File: src/rtl/clk_rst_seq.sv
// Clock/reset sequencer: brings up the PLL, then releases reset domains in order.
// Retries on lock timeout, re-sequences on lock loss or software request.
module clk_rst_seq #(
    parameter int unsigned N_DOM        = 3,
    parameter int unsigned PLL_RST_CYC  = 8,
    parameter int unsigned LOCK_TIMEOUT = 1024,
    parameter int unsigned STAGE_DLY    = 16,
    parameter int unsigned MAX_RETRY    = 3
) (
    input  logic             clk_i,
    input  logic             rst_n_i,
    input  logic             pll_locked_i,
    input  logic             sw_rst_req_i,
    output logic             pll_rst_o,
    output logic [N_DOM-1:0] dom_rst_n_o,
    output logic             ready_o,
    output logic             fault_o,
    output logic [7:0]       lock_loss_cnt_o
);

    localparam int unsigned REL_CYC = N_DOM * STAGE_DLY;
    localparam int unsigned MAX_AB  = (PLL_RST_CYC > LOCK_TIMEOUT) ? PLL_RST_CYC : LOCK_TIMEOUT;
    localparam int unsigned CNT_MAX = (MAX_AB > REL_CYC) ? MAX_AB : REL_CYC;
    localparam int unsigned CNT_W   = $clog2(CNT_MAX + 1);
    localparam int unsigned RTY_W   = $clog2(MAX_RETRY + 1);

    localparam logic [2:0] S_PLL_RST   = 3'd0;
    localparam logic [2:0] S_WAIT_LOCK = 3'd1;
    localparam logic [2:0] S_RELEASE   = 3'd2;
    localparam logic [2:0] S_RUN       = 3'd3;
    localparam logic [2:0] S_FAULT     = 3'd4;

    logic [2:0]       state_q, state_d;
    logic [CNT_W-1:0] cnt_q, cnt_d;
    logic [RTY_W-1:0] rty_q, rty_d;
    logic             sync_q, sync_d;
    logic             lock_s_q, lock_s_d;
    logic             pll_rst_q, pll_rst_d;
    logic [N_DOM-1:0] dom_rst_n_q, dom_rst_n_d;
    logic             ready_q, ready_d;
    logic             fault_q, fault_d;
    logic [7:0]       loss_q, loss_d;
    logic [RTY_W-1:0] rty_inc;
    logic             abort;

    always_ff @(posedge clk_i) begin
        if (!rst_n_i) begin
            state_q     <= S_PLL_RST;
            cnt_q       <= '0;
            rty_q       <= '0;
            sync_q      <= 1'b0;
            lock_s_q    <= 1'b0;
            pll_rst_q   <= 1'b1;
            dom_rst_n_q <= '0;
            ready_q     <= 1'b0;
            fault_q     <= 1'b0;
            loss_q      <= '0;
        end else begin
            state_q     <= state_d;
            cnt_q       <= cnt_d;
            rty_q       <= rty_d;
            sync_q      <= sync_d;
            lock_s_q    <= lock_s_d;
            pll_rst_q   <= pll_rst_d;
            dom_rst_n_q <= dom_rst_n_d;
            ready_q     <= ready_d;
            fault_q     <= fault_d;
            loss_q      <= loss_d;
        end
    end

    // Next-state and next-output logic; abort (sw request, lock loss) overrides sequencing
    always_comb begin
        state_d     = state_q;
        cnt_d       = cnt_q;
        rty_d       = rty_q;
        sync_d      = pll_locked_i;
        lock_s_d    = sync_q;
        pll_rst_d   = pll_rst_q;
        dom_rst_n_d = dom_rst_n_q;
        ready_d     = ready_q;
        fault_d     = fault_q;
        loss_d      = loss_q;
        rty_inc     = rty_q + RTY_W'(1);
        abort       = 1'b0;

        // Lock loss in RUN is counted even when a sw request wins priority
        if (state_q == S_RUN && !lock_s_q && loss_q != 8'hFF) begin
            loss_d = loss_q + 8'd1;
        end

        if (sw_rst_req_i) begin
            abort = 1'b1;
        end else if ((state_q == S_RELEASE || state_q == S_RUN) && !lock_s_q) begin
            abort = 1'b1;
        end else begin
            case (state_q)
                S_PLL_RST: begin
                    pll_rst_d   = 1'b1;
                    dom_rst_n_d = '0;
                    ready_d     = 1'b0;
                    if (cnt_q == CNT_W'(PLL_RST_CYC - 1)) begin
                        state_d   = S_WAIT_LOCK;
                        cnt_d     = '0;
                        pll_rst_d = 1'b0;
                    end else begin
                        cnt_d = cnt_q + CNT_W'(1);
                    end
                end
                S_WAIT_LOCK: begin
                    if (lock_s_q) begin
                        state_d = S_RELEASE;
                        cnt_d   = '0;
                        rty_d   = '0;
                    end else if (cnt_q == CNT_W'(LOCK_TIMEOUT - 1)) begin
                        rty_d     = rty_inc;
                        cnt_d     = '0;
                        pll_rst_d = 1'b1;
                        if (rty_inc == RTY_W'(MAX_RETRY)) begin
                            state_d = S_FAULT;
                            fault_d = 1'b1;
                        end else begin
                            state_d = S_PLL_RST;
                        end
                    end else begin
                        cnt_d = cnt_q + CNT_W'(1);
                    end
                end
                S_RELEASE: begin
                    if (dom_rst_n_q[N_DOM-1]) begin
                        state_d = S_RUN;
                        ready_d = 1'b1;
                    end else begin
                        cnt_d = cnt_q + CNT_W'(1);
                        for (int k = 0; k < N_DOM; k++) begin
                            if (cnt_q == CNT_W'((k + 1) * STAGE_DLY - 1)) begin
                                dom_rst_n_d[k] = 1'b1;
                            end
                        end
                    end
                end
                S_RUN, S_FAULT: begin
                end
                default: begin
                    state_d = S_PLL_RST;
                    cnt_d   = '0;
                    rty_d   = '0;
                end
            endcase
        end

        if (abort) begin
            state_d     = S_PLL_RST;
            cnt_d       = '0;
            rty_d       = '0;
            pll_rst_d   = 1'b1;
            dom_rst_n_d = '0;
            ready_d     = 1'b0;
            fault_d     = 1'b0;
        end
    end

    assign pll_rst_o       = pll_rst_q;
    assign dom_rst_n_o     = dom_rst_n_q;
    assign ready_o         = ready_q;
    assign fault_o         = fault_q;
    assign lock_loss_cnt_o = loss_q;

endmodule

File: config.mk
export PLATFORM = sky130hd
export DESIGN_NAME = clk_rst_seq
export DESIGN_NICKNAME = d
export VERILOG_FILES = /design/src/rtl/clk_rst_seq.sv
export SDC_FILE = /design/constraint.sdc
export NUM_CORES = 1
export LEC_CHECK = 0
export BUFFER_PORTS_ARGS = -buffer_cell sky130_fd_sc_hd__buf_2
export CAP_MARGIN = 5
export CORE_ASPECT_RATIO = 0.7
export CORE_MARGIN = 5
export CORE_UTILIZATION = 45
export CTS_BUF_LIST = sky130_fd_sc_hd__clkbuf_16
export DETAILED_ROUTE_END_ITERATION = 8
export PLACE_DENSITY = 0.71
export SLEW_MARGIN = 30
export SYNTH_ARGS = -nofsm -noshare
export SYNTH_HDL_FRONTEND = slang
export SYNTH_SLANG_ARGS = --single-unit
File: constraint.sdc
create_clock -name clk_i -period 3.2 [get_ports clk_i]
set_clock_uncertainty 0.05 [all_clocks]
set_input_delay 0.64 -clock clk_i [delete_from_list [all_inputs] [get_ports clk_i]]
set_output_delay 0.64 -clock clk_i [all_outputs]
set_load 0.005 [all_outputs]
==> impl_metrics.toml <==
[clocking]
cts.repair.resized = 0
cts_made_buffers = 5
h-tree-depth = 2
clockBufferDepth = 2
clk_latency_ps = 280
cts_tree = "yes"
cts_root_buffer = "clkbuf_16"
clkSlewWorstSetupHoldPaths_ps = 50
cts_sinks = 32
cts_hold_buf = 0
cts_setup_buffers = 0

[logic_synthesis]
synth-seq-cells = 32
ys.warnings.count = 0
post-synth-top-area-cell = "dfxtp_1"
ys_types = 53
synth_top_area_share = 0.3743
syn_area_per_cell_um2 = 8.558
async_reset_ff_frac = 0
synth_edf_count = 0
syn_area_um2 = 1712
ys_seq_area_frac = 0.3743
synth_cells = 200
synth_area_leaders = "dfxtp_1, nor2_1, and2_1, nand2_1, nand3_1"
ys.flop_type = "dfxtp_1"
mappedNetlistNets = 207

[die]
die_area_um2 = 5157
start_util = 0.4750
core-area_um2 = 3603
num_io_pins = 18
die_h_um = 61.60
rows = 18
chipWidth_um = 83.72

[global_route]
grt_pass1_vias = 1399
grt_max_degree = 13
antenna_found_initial = 0
grt_usage = 0.1606
grt_pass1_wl_um = 6541
overflow = 0

[run_status]
status = "finished clean"

[power_and_ir_drop]
seqPwrFrac = 0.458
combPwrFrac = 0.036
ir_drop_v = 0.0003073
intPower_uw = 694.8
power_density_nw_per_um2 = 455.0
p_clk_frac = 0.507
p_switching_uw = 185.4
cellLeakagePower_uw = 0.0007403
p_sw_frac = 0.2106

[worst_setup_path]
required_ps = 3370
critPathCaptureType = "flip-flop"
r2r_cells = 5
startpoint_type = "flip-flop"
arrival_ps = 2390
critPathMaxFanout = 11
worst-setup-path-type = "reg -> reg"

[cells_and_area]
syn2layout_area_growth_pct = 13.01
layout-drive-gt1-share = 0.1698
diodes = 0
finalNetCount = 218
fillCellCount = 353

[place]
post-place-ws_ps = 947.8
place_congestion = 0.8054
port-buffer-count = 17
dp_hpwl_um = 2679

[sta]
hold_violations = 0
finalSetupTns_ps = 0
finalCriticalPeriod_ps = 2226
post-route-period-util = 0.6957
tightest_slew_ps = 692.9
relSlewSlack = 0.5360
clock.fmax_mhz = 449.2
rsz0062_at_grt = "no"
setup_slack_ps = 973.7
drv_slew = 0
setup_violations = 0

[worst_hold_path]
hold_class = "reg -> reg"
hold_path_depth = 1

[drt]
routed_wl_um = 3783
firstDrtPassIters = 4
drt_iter0_drc = 128
vias = 1531
drc = 0
avgViaCountPerCell = 5.844
routedWlPerCell_um = 14.44
ant_nets = 0

[job]
cap_violations = 0
power groups by stage:
stage          clock, µW  combinational [µW]  sequential [µW]
6_report             446                31.5              403
5_1_grt              470                34.6              403
4_1_cts              450                31.1              403
3_5_place_dp           0                30.6              411
3_3_place_gp           0                30.3              411
2_1_floorplan          0                25.0              411
cell families after synthesis:
kind of cell               Yosys count  synth area share
buffers and inverters               18           0.04825
muxes                                2           0.01243
DFF                                 32            0.3743
AOI/OAI and AO/OA                   47            0.2025
adders and majority gates            3           0.02193
and+or+nand+nor                     92            0.3100
xor gates and xnor gates             6           0.03071
layout by cell type, fill, tap and decap left out, types with 4 or more instances in the layout:
| cell type | instances |
|---|---|
| dfxtp_1 | 32 |
| nor2_1 | 21 |
| buf_2 | 17 |
| nand2_1 | 13 |
| nand3_1 | 9 |
| and2_1 | 8 |
| a21oi_1 | 7 |
| nor3_1 | 6 |
| o21ai_1 | 6 |
| inv_1 | 5 |
| o21ai_0 | 5 |
| or3_1 | 5 |
| a22o_1 | 5 |
| clkbuf_16 | 5 |
| nor2b_1 | 4 |
| and3_1 | 4 |
layout make-up:
type | instances | area, µm² | area share
multi-input cells | 150 | 988.4 | 0.5110
inverters | 5 | 18.77 | 0.009702
repair buffers | 17 | 85.08 | 0.04398
clock inverters | 3 | 13.76 | 0.007115
flip-flops and latches | 32 | 640.6 | 0.3312
clock buffers | 5 | 125.1 | 0.06468
well taps | 50 | 62.56 | 0.03234
worst max-delay path, stage by stage (launching register included):
cell	delay [ps]
dfxtp_1	410
or4b_1	690
or3_1	380
o32a_4	300
o21ai_1	190
a22o_1	150
sequential cells by signal (all words and copies together), names as in the netlist:
signal,count
cnt_q,11
lock_loss_cnt_o,8
dom_rst_n_o,3
state_q,3
rty_q,2
fault_o,1
lock_s_d,1
lock_s_q,1
pll_rst_o,1
ready_o,1
synthesized netlist by cell type, types with 2 or more instances:
cell type	number
xor2_1	3
nand4_1	3
a221oi_1	2
nor4_1	3
a22o_1	5
o211ai_1	3
buf_4	3
xnor2_1	3
a22o_2	2
a211oi_1	2
buf_2	2
o21ai_1	6
a31oi_1	3
nand3_1	9
o41ai_1	2
o21ai_0	5
dfxtp_1	32
nor3_1	6
a21oi_1	7
nor2b_1	4
nor2_1	21
nand2_1	13
ha_1	3
nor4b_1	2
inv_1	5
clkbuf_1	7
a211o_1	2
and3_1	4
or2_2	3
or3_1	5
and2_1	8
path summary, 6_finish.rpt:
| path | from | endpoint | slack, ps |
|---|---|---|---|
| worst max-delay path | state_q[2]$_SDFFE_PP0P_ | cnt_q[2]$_SDFFE_PP0P_ | 970 |
| worst min-delay path | lock_s_d$_SDFF_PN0_ | lock_s_q$_SDFF_PN0_ | 380 |
| worst max register to register | state_q[2]$_SDFFE_PP0P_ | cnt_q[2]$_SDFFE_PP0P_ | 970 |
| worst min register to register | lock_s_d$_SDFF_PN0_ | lock_s_q$_SDFF_PN0_ | 380 |
layer usage:
| layer | wire, µm | vias to the layer above | GRT usage |
|---|---|---|---|
| li1 | - | 763 | - |
| met1 | 2012 | 719 | 0.2318 |
| met2 | 1464 | 42 | 0.2299 |
| met3 | 247 | 7 | 0.04144 |
| met4 | 57 | 0 | 0.06193 |
| met5 | 0 | - | 0 |
metrics by stage:
| stage | instance area (µm²) | hold WS (ps) | utilization | total power [µW] | std cells |
|---|---|---|---|---|---|
| after floorplan | 1712 | 361.9 | - | 435.6 | 200 |
| after global placement | 1795 | 363.3 | 0.4983 | 441.3 | 254 |
| after detailed placement | 1795 | 373.7 | 0.4983 | 441.7 | 254 |
| after CTS | 1934 | 385.9 | 0.5368 | 883.8 | 262 |
| after global routing | 1934 | 420.8 | 0.5368 | 907.6 | 262 |
| final | 1934 | 383.5 | 0.5368 | 880.2 | 262 |
No activity file was read; power rests on OpenSTA's default activity.
